File: config.mk
export PLATFORM = sky130hd
export DESIGN_NAME = pipe_ctrl_flat
export DESIGN_NICKNAME = d
export VERILOG_FILES = /design/src/rtl/pipe_ctrl_pkg.sv /design/src/rtl/pipe_ctrl_if.sv /design/src/rtl/pipe_ctrl_stall_resolve.sv /design/src/rtl/pipe_ctrl.sv /design/src/flat_wrapper.sv
export SDC_FILE = /design/constraint.sdc
export NUM_CORES = 1
export LEC_CHECK = 0
export CAP_MARGIN = 30
export CORE_AREA = 10 10 80 82
export DETAILED_ROUTE_END_ITERATION = 10
export DIE_AREA = 0 0 90 92
export GPL_TIMING_DRIVEN = 0
export PLACE_DENSITY = 0.91
export SLEW_MARGIN = 25
export SYNTH_ARGS = -nofsm -noshare
export SYNTH_HDL_FRONTEND = slang
export SYNTH_SLANG_ARGS = --single-unit
File: constraint.sdc
create_clock -name clk -period 1.7 [get_ports clk]
set_input_delay 0.17 -clock clk [delete_from_list [all_inputs] [get_ports clk]]
set_output_delay 0.17 -clock clk [all_outputs]
set_load 0.1 [all_outputs]
File: src/rtl/pipe_ctrl_pkg.sv
// Shared definitions for the pipeline sequencer: stage indices, bus widths,
// FSM encodings and the BEV=1 general exception vector.
package pipe_ctrl_pkg;

  localparam int STG_W = 5;

  // Index of each hold/clear bit, named after the stage the register feeds.
  localparam int STG_PC  = 0;
  localparam int STG_ID  = 1;
  localparam int STG_EX  = 2;
  localparam int STG_MEM = 3;
  localparam int STG_WB  = 4;

  localparam int          ADDR_W_DEF  = 32;
  localparam logic [31:0] EXC_VEC_DEF = 32'hBFC00380;

  typedef enum logic [1:0] {
    ST_RUN   = 2'd0,
    ST_DRAIN = 2'd1,
    ST_REDIR = 2'd2
  } state_t;

endpackage

File: src/rtl/pipe_ctrl_if.sv
// Request/control bundle between the pipeline stages (master) and the sequencer (slave).
// Requests flow in combinationally; stall/bubble/flush/redirect flow back the same cycle.
interface pipe_ctrl_if #(
  parameter int ADDR_W = 32
);
  import pipe_ctrl_pkg::*;

  logic              stallreq_if;
  logic              if_busy;
  logic              stallreq_id;
  logic              stallreq_ex;
  logic              stallreq_mem;
  logic              mem_exc;
  logic              mem_eret;
  logic [ADDR_W-1:0] cp0_epc;

  logic [STG_W-1:0]  stall;
  logic [STG_W-1:0]  bubble;
  logic              flush;
  logic              redirect;
  logic [ADDR_W-1:0] redirect_pc;
  logic              busy;

  modport master (
    output stallreq_if, if_busy, stallreq_id, stallreq_ex, stallreq_mem,
           mem_exc, mem_eret, cp0_epc,
    input  stall, bubble, flush, redirect, redirect_pc, busy
  );

  modport slave (
    input  stallreq_if, if_busy, stallreq_id, stallreq_ex, stallreq_mem,
           mem_exc, mem_eret, cp0_epc,
    output stall, bubble, flush, redirect, redirect_pc, busy
  );

endinterface

File: src/rtl/pipe_ctrl_stall_resolve.sv
// Priority encoder: oldest stalling stage holds itself and everything younger,
// and inserts a bubble into the register just downstream of it. Purely combinational.
module pipe_ctrl_stall_resolve
  import pipe_ctrl_pkg::*;
(
  input  logic             i_req_if,
  input  logic             i_req_id,
  input  logic             i_req_ex,
  input  logic             i_req_mem,
  output logic [STG_W-1:0] o_stall,
  output logic [STG_W-1:0] o_bubble
);

  always_comb begin
    o_stall  = '0;
    o_bubble = '0;
    if (i_req_mem) begin
      o_stall[STG_MEM:STG_PC] = '1;
      o_bubble[STG_WB]        = 1'b1;
    end else if (i_req_ex) begin
      o_stall[STG_EX:STG_PC]  = '1;
      o_bubble[STG_MEM]       = 1'b1;
    end else if (i_req_id) begin
      o_stall[STG_ID:STG_PC]  = '1;
      o_bubble[STG_EX]        = 1'b1;
    end else if (i_req_if) begin
      // The IF/ID bubble is the clrslot that discards the half-fetched slot.
      o_stall[STG_PC]         = 1'b1;
      o_bubble[STG_ID]        = 1'b1;
    end
  end

endmodule

File: src/rtl/pipe_ctrl.sv
// Pipeline sequencer: merges stall requests and MEM exception/ERET events into hold/clear/flush/redirect.
// Controls are combinational from state and inputs; a redirect behind a live fetch waits in DRAIN.
module pipe_ctrl
  import pipe_ctrl_pkg::*;
#(
  parameter int              ADDR_W  = ADDR_W_DEF,
  parameter logic [ADDR_W-1:0] EXC_VEC = ADDR_W'(EXC_VEC_DEF)
) (
  input  logic         clk,
  input  logic         rst,
  pipe_ctrl_if.slave   pif
);

  state_t            r_state;
  logic [ADDR_W-1:0] r_pend_pc;

  logic              w_event;
  logic [ADDR_W-1:0] w_target;
  logic [STG_W-1:0]  w_res_stall;
  logic [STG_W-1:0]  w_res_bubble;
  logic [STG_W-1:0]  w_stall;
  logic [STG_W-1:0]  w_bubble;
  logic              w_flush;
  logic              w_redirect;
  logic [ADDR_W-1:0] w_redirect_pc;
  logic              w_busy;

  assign w_event  = pif.mem_exc | pif.mem_eret;
  assign w_target = pif.mem_exc ? EXC_VEC : pif.cp0_epc;

  pipe_ctrl_stall_resolve u_resolve (
    .i_req_if  (pif.stallreq_if),
    .i_req_id  (pif.stallreq_id),
    .i_req_ex  (pif.stallreq_ex),
    .i_req_mem (pif.stallreq_mem),
    .o_stall   (w_res_stall),
    .o_bubble  (w_res_bubble)
  );

  always_ff @(posedge clk or negedge rst) begin
    if (!rst) begin
      r_state   <= ST_RUN;
      r_pend_pc <= '0;
    end else begin
      case (r_state)
        ST_RUN: begin
          if (w_event) begin
            r_pend_pc <= w_target;
            if (pif.if_busy) r_state <= ST_DRAIN;
          end
        end
        ST_DRAIN: begin
          if (!pif.if_busy) r_state <= ST_REDIR;
        end
        ST_REDIR: r_state <= ST_RUN;
        default:  r_state <= ST_RUN;
      endcase
    end
  end

  always_comb begin
    w_stall       = '0;
    w_bubble      = '0;
    w_flush       = 1'b0;
    w_redirect    = 1'b0;
    w_redirect_pc = '0;
    w_busy        = 1'b0;
    case (r_state)
      ST_RUN: begin
        if (w_event) begin
          // Events override every stall request; redirect only if no fetch is in flight.
          w_flush = 1'b1;
          if (!pif.if_busy) begin
            w_redirect    = 1'b1;
            w_redirect_pc = w_target;
          end
        end else begin
          w_stall  = w_res_stall;
          w_bubble = w_res_bubble;
        end
      end
      ST_DRAIN: begin
        w_stall[STG_PC] = 1'b1;
        w_flush         = 1'b1;
        w_busy          = 1'b1;
      end
      ST_REDIR: begin
        w_redirect    = 1'b1;
        w_redirect_pc = r_pend_pc;
        w_flush       = 1'b1;
        w_busy        = 1'b1;
      end
      default: ;
    endcase
  end

  // Controls are forced quiet while reset is held, independent of the request inputs.
  assign pif.stall       = rst ? w_stall       : '0;
  assign pif.bubble      = rst ? w_bubble      : '0;
  assign pif.flush       = rst & w_flush;
  assign pif.redirect    = rst & w_redirect;
  assign pif.redirect_pc = rst ? w_redirect_pc : '0;
  assign pif.busy        = rst & w_busy;

endmodule

File: src/flat_wrapper.sv
// flat-port wrapper written by rule: the top's interface ports become plain ports
module pipe_ctrl_flat import pipe_ctrl_pkg::*;
#(
  parameter int              ADDR_W  = ADDR_W_DEF,
  parameter logic [ADDR_W-1:0] EXC_VEC = ADDR_W'(EXC_VEC_DEF)
)
  (clk, rst, pif_stallreq_if, pif_if_busy, pif_stallreq_id, pif_stallreq_ex, pif_stallreq_mem, pif_mem_exc, pif_mem_eret, pif_cp0_epc, pif_stall, pif_bubble, pif_flush, pif_redirect, pif_redirect_pc, pif_busy);
  pipe_ctrl_if #(.ADDR_W(ADDR_W)) pif_i ();
  input  logic clk;
  input  logic rst;
  input wire logic [$bits(pif_i.stallreq_if)-1:0] pif_stallreq_if;
  input wire logic [$bits(pif_i.if_busy)-1:0] pif_if_busy;
  input wire logic [$bits(pif_i.stallreq_id)-1:0] pif_stallreq_id;
  input wire logic [$bits(pif_i.stallreq_ex)-1:0] pif_stallreq_ex;
  input wire logic [$bits(pif_i.stallreq_mem)-1:0] pif_stallreq_mem;
  input wire logic [$bits(pif_i.mem_exc)-1:0] pif_mem_exc;
  input wire logic [$bits(pif_i.mem_eret)-1:0] pif_mem_eret;
  input wire logic [$bits(pif_i.cp0_epc)-1:0] pif_cp0_epc;
  output wire logic [$bits(pif_i.stall)-1:0] pif_stall;
  output wire logic [$bits(pif_i.bubble)-1:0] pif_bubble;
  output wire logic [$bits(pif_i.flush)-1:0] pif_flush;
  output wire logic [$bits(pif_i.redirect)-1:0] pif_redirect;
  output wire logic [$bits(pif_i.redirect_pc)-1:0] pif_redirect_pc;
  output wire logic [$bits(pif_i.busy)-1:0] pif_busy;
  assign pif_i.stallreq_if = pif_stallreq_if;
  assign pif_i.if_busy = pif_if_busy;
  assign pif_i.stallreq_id = pif_stallreq_id;
  assign pif_i.stallreq_ex = pif_stallreq_ex;
  assign pif_i.stallreq_mem = pif_stallreq_mem;
  assign pif_i.mem_exc = pif_mem_exc;
  assign pif_i.mem_eret = pif_mem_eret;
  assign pif_i.cp0_epc = pif_cp0_epc;
  assign pif_stall = pif_i.stall;
  assign pif_bubble = pif_i.bubble;
  assign pif_flush = pif_i.flush;
  assign pif_redirect = pif_i.redirect;
  assign pif_redirect_pc = pif_i.redirect_pc;
  assign pif_busy = pif_i.busy;
  pipe_ctrl #(.ADDR_W(ADDR_W), .EXC_VEC(EXC_VEC)) u_core (.clk(clk), .rst(rst), .pif(pif_i));
endmodule
==> metrics <==
status=complete, but fails checks; failing checks=negative setup slack; grt ovf=0; count of buffers from port buffering=82; die height=92 microns; Critical Path RT=~1.5 ns; Internal Power=about 3.2 mW; cell taking the most area after synthesis=dfrtp_1; Max-Cap Viols=0; Net Sw Power=2.94 mW; Post-DP HPWL=around 5 mm; vias in the first global route=2377; mux cell area share after synthesis=0.559%; largest fanout on the critical path=10; Combinational Power Share=between 60% and 70%; Final Hold Viols=0; clock-pin slew on the worst setup and hold paths=around 0.07 ns; Clock power frac=12.0%; adder-cell share of the synthesized area=3.11%; count of final max-slew check failures=0; die area=8280 sq um; Least-Margin Pin Slew=0.512 ns; leak pwr=~1.7 nW; root buffer cell=clkbuf_8; setup violators final=42; CTS tree=yes; WL final=8.04 mm; max_slew headroom=65.6%; # nets final=408; global-route wire length before repair=12.2 mm; Clock Sinks=34; H-tree Lvls=2; Seq pwr share=22.8%; Critical Path End Type=primary output; share of the synthesized area in the top cell type=42.3%; maximum operating frequency=468 MHz; DIE WIDTH=about 90 microns; Place WS=-1.37 ns; Worst R2R Setup Slack=0.01 ns; DR WL/cell=approximately 19 microns; compound-gate portion of the synthesized area=23.6%; core area=4910 sq um; syn_area_per_cell=7.96 sq um; P per Cell Area=1500 nW/um^2; via count=2247; GRT Util Overall=17.8%; Post-DRT Antenna Nets=0; insertion delay to the later sink of the worst-skew pair=between 0.2 and 0.3 ns; dominant cells by area after synthesis=dfrtp_1, nand2_1, o21ai_2; starting density of the core=between 40% and 50%; initial antenna violation count=0; Reg-to-Reg Start=u_core.r_state[0]$_DFFE_PN0P_; synthesized area=2010 sq um; largest family of logic cells by synthesized area=simple AND/OR/NAND/NOR gates; Syn Inst Count=between 200 and 300; pin count of the biggest net entering global routing=28; DR pass1 iterations=4; setup ws final=-0.438 ns; Placer Congestion=0.764; peak supply drop=1310 uV; cell area after layout=approximately 4000 sq um; final worst path period share=126%; Clock Skews=around 0.0040 ns; Synth Warn #=0; ANT cells=0; WHS=0.0865 ns; Simple-Gate Fraction of Synth Area=roughly a quarter; number of CTS-inserted buffers=5; std cell rows=26; RR Endpoint=u_core.r_state[1]$_DFFE_PN0P_; Seq cells post-synth=34; R2R cell count=8; CP Launch Type=flip-flop; Avg Vias per Cell=5.19; xor and xnor fraction of the mapped netlist area=0%; post-synth cell types=25; WS Path Type=reg -> out; Hold Crit Class=in -> async; share of layout cells above drive strength 1=38.3%; DRT iter0 DRCs=104; RSZ-0062 raised after global routing=yes; switching fraction of total power=47.9%; sequential share of the synthesized area=between 40% and 50%; # DRC=0; I/O pin total=86; CTS Buffer Depth=2; WP data arrival=1.97 ns; placed cell area=around 3300 sq um; Tmin final=2.14 ns; P&R area growth vs syn=103%
## cells by family after synthesis
kind of cell	after synthesis
and+or+nand+nor	117
buffers and inverters	24
muxes	1
DFF	34
adders and majority gates	5
AOI/OAI and AO/OA	71
other	1
## layout by cell type (no fill, tap or decap), types with 2 or more instances in the layout
master	instances
buf_6	12
conb_1	2
nor2_4	2
clkdlybuf4s50_1	38
buf_2	3
o21ai_4	33
inv_2	2
o21ai_0	22
buf_4	11
nor3b_4	2
clkbuf_8	6
nor2_1	15
nor3_1	2
o21ai_1	12
and2_1	2
ha_1	4
buf_8	4
clkbuf_1	4
nand2_1	85
buf_12	43
and3_2	2
clkbuf_2	2
clkbuf_4	3
dfrtp_1	34
## how the worst max path moves through the flow
stage | startpoint | endpoint | slack (ns) | cells past startpoint
after global placement | rst | pif_redirect_pc[9] | -2.72 | 7
after floorplan | u_core.r_state[0]$_DFFE_PN0P_ | pif_redirect_pc[10] | -0.35 | 6
after CTS | u_core.r_state[0]$_DFFE_PN0P_ | pif_redirect_pc[10] | -0.42 | 8
after global routing | u_core.r_state[0]$_DFFE_PN0P_ | pif_redirect_pc[9] | -0.49 | 7
final | u_core.r_state[0]$_DFFE_PN0P_ | pif_redirect_pc[7] | -0.44 | 7
after detailed placement | rst | pif_redirect_pc[20] | -1.37 | 8
## per-stage QoR
step | instances | util [%] | power, mW | TNS (ns)
after global routing | 433 | 83.2 | 6.46 | -19.03
after floorplan | 254 | - | 3.70 | -11.67
after global placement | 406 | 66.6 | 4.33 | -127.27
after CTS | 426 | 79.6 | 5.71 | -14.22
final | 433 | 83.2 | 6.14 | -16.19
after detailed placement | 407 | 66.9 | 4.42 | -51.91
## per-layer routing
metal  vias to the layer above  track usage (%)  part of all wire (%)
met5                         -                0                     0
met4                         0             4.51                   2.5
met3                        17             5.30                   6.2
met2                        89             32.6                    54
met1                      1095             19.7                    38
li1                       1046                -                     -
## final cells by class
type / count / area, sq um
Timing Repair Buffer: 102 / 1440
Clock inverter: 1 / 30.0
Inverter: 3 / 11.3
Fill cell: 269 / 826
Sequential cell: 34 / 851
Buffer: 20 / 210
Multi-Input combinational cell: 196 / 1380
Clock buffer: 7 / 76.3
Tap cell: 70 / 87.6
## flip-flops by register name (all words and copies together), names as in the netlist
signal and count:
u_core.r_pend_pc 32, u_core.r_state 2
## synthesized netlist by cell type, drive strengths merged
library cell	instances
clkbuf	8
nor2	17
buf	13
nor2b	1
or3	1
nand2	86
nand3	1
a21oi	1
dfrtp	34
nor3b	2
mux2	1
o21a	1
o21ai	68
a22o	1
nor3	2
conb	1
nor4	1
and3	2
and2	4
ha	5
inv	3
## power groups by stage
stage	sequential [mW]	clock, mW	combinational (mW)
after floorplan	1.36	0	2.34
after global placement	1.38	0	2.95
after detailed placement	1.41	0	3.01
after CTS	1.38	0.745	3.58
after global routing	1.44	0.781	4.24
final	1.40	0.737	4.01
## worst max-delay path: stages, from the launching register on
cell	delay, ns
dfrtp_1	0.40
inv_2	0.10
ha_4	0.15
nand2_4	0.04
or3_4	0.43
buf_12	0.20
o21ai_4	0.15
buf_12	0.19
## repair_timing
item,CTS,global route
cloned,1,1
endpoints found under the setup margin,43,75
pin swaps,4,5
setup buffers,8,8
hold buffers,2,0
hold endpoints to repair,7,0
resized for setup,383,45
Note: power is estimated with default switching activity, not from simulation.
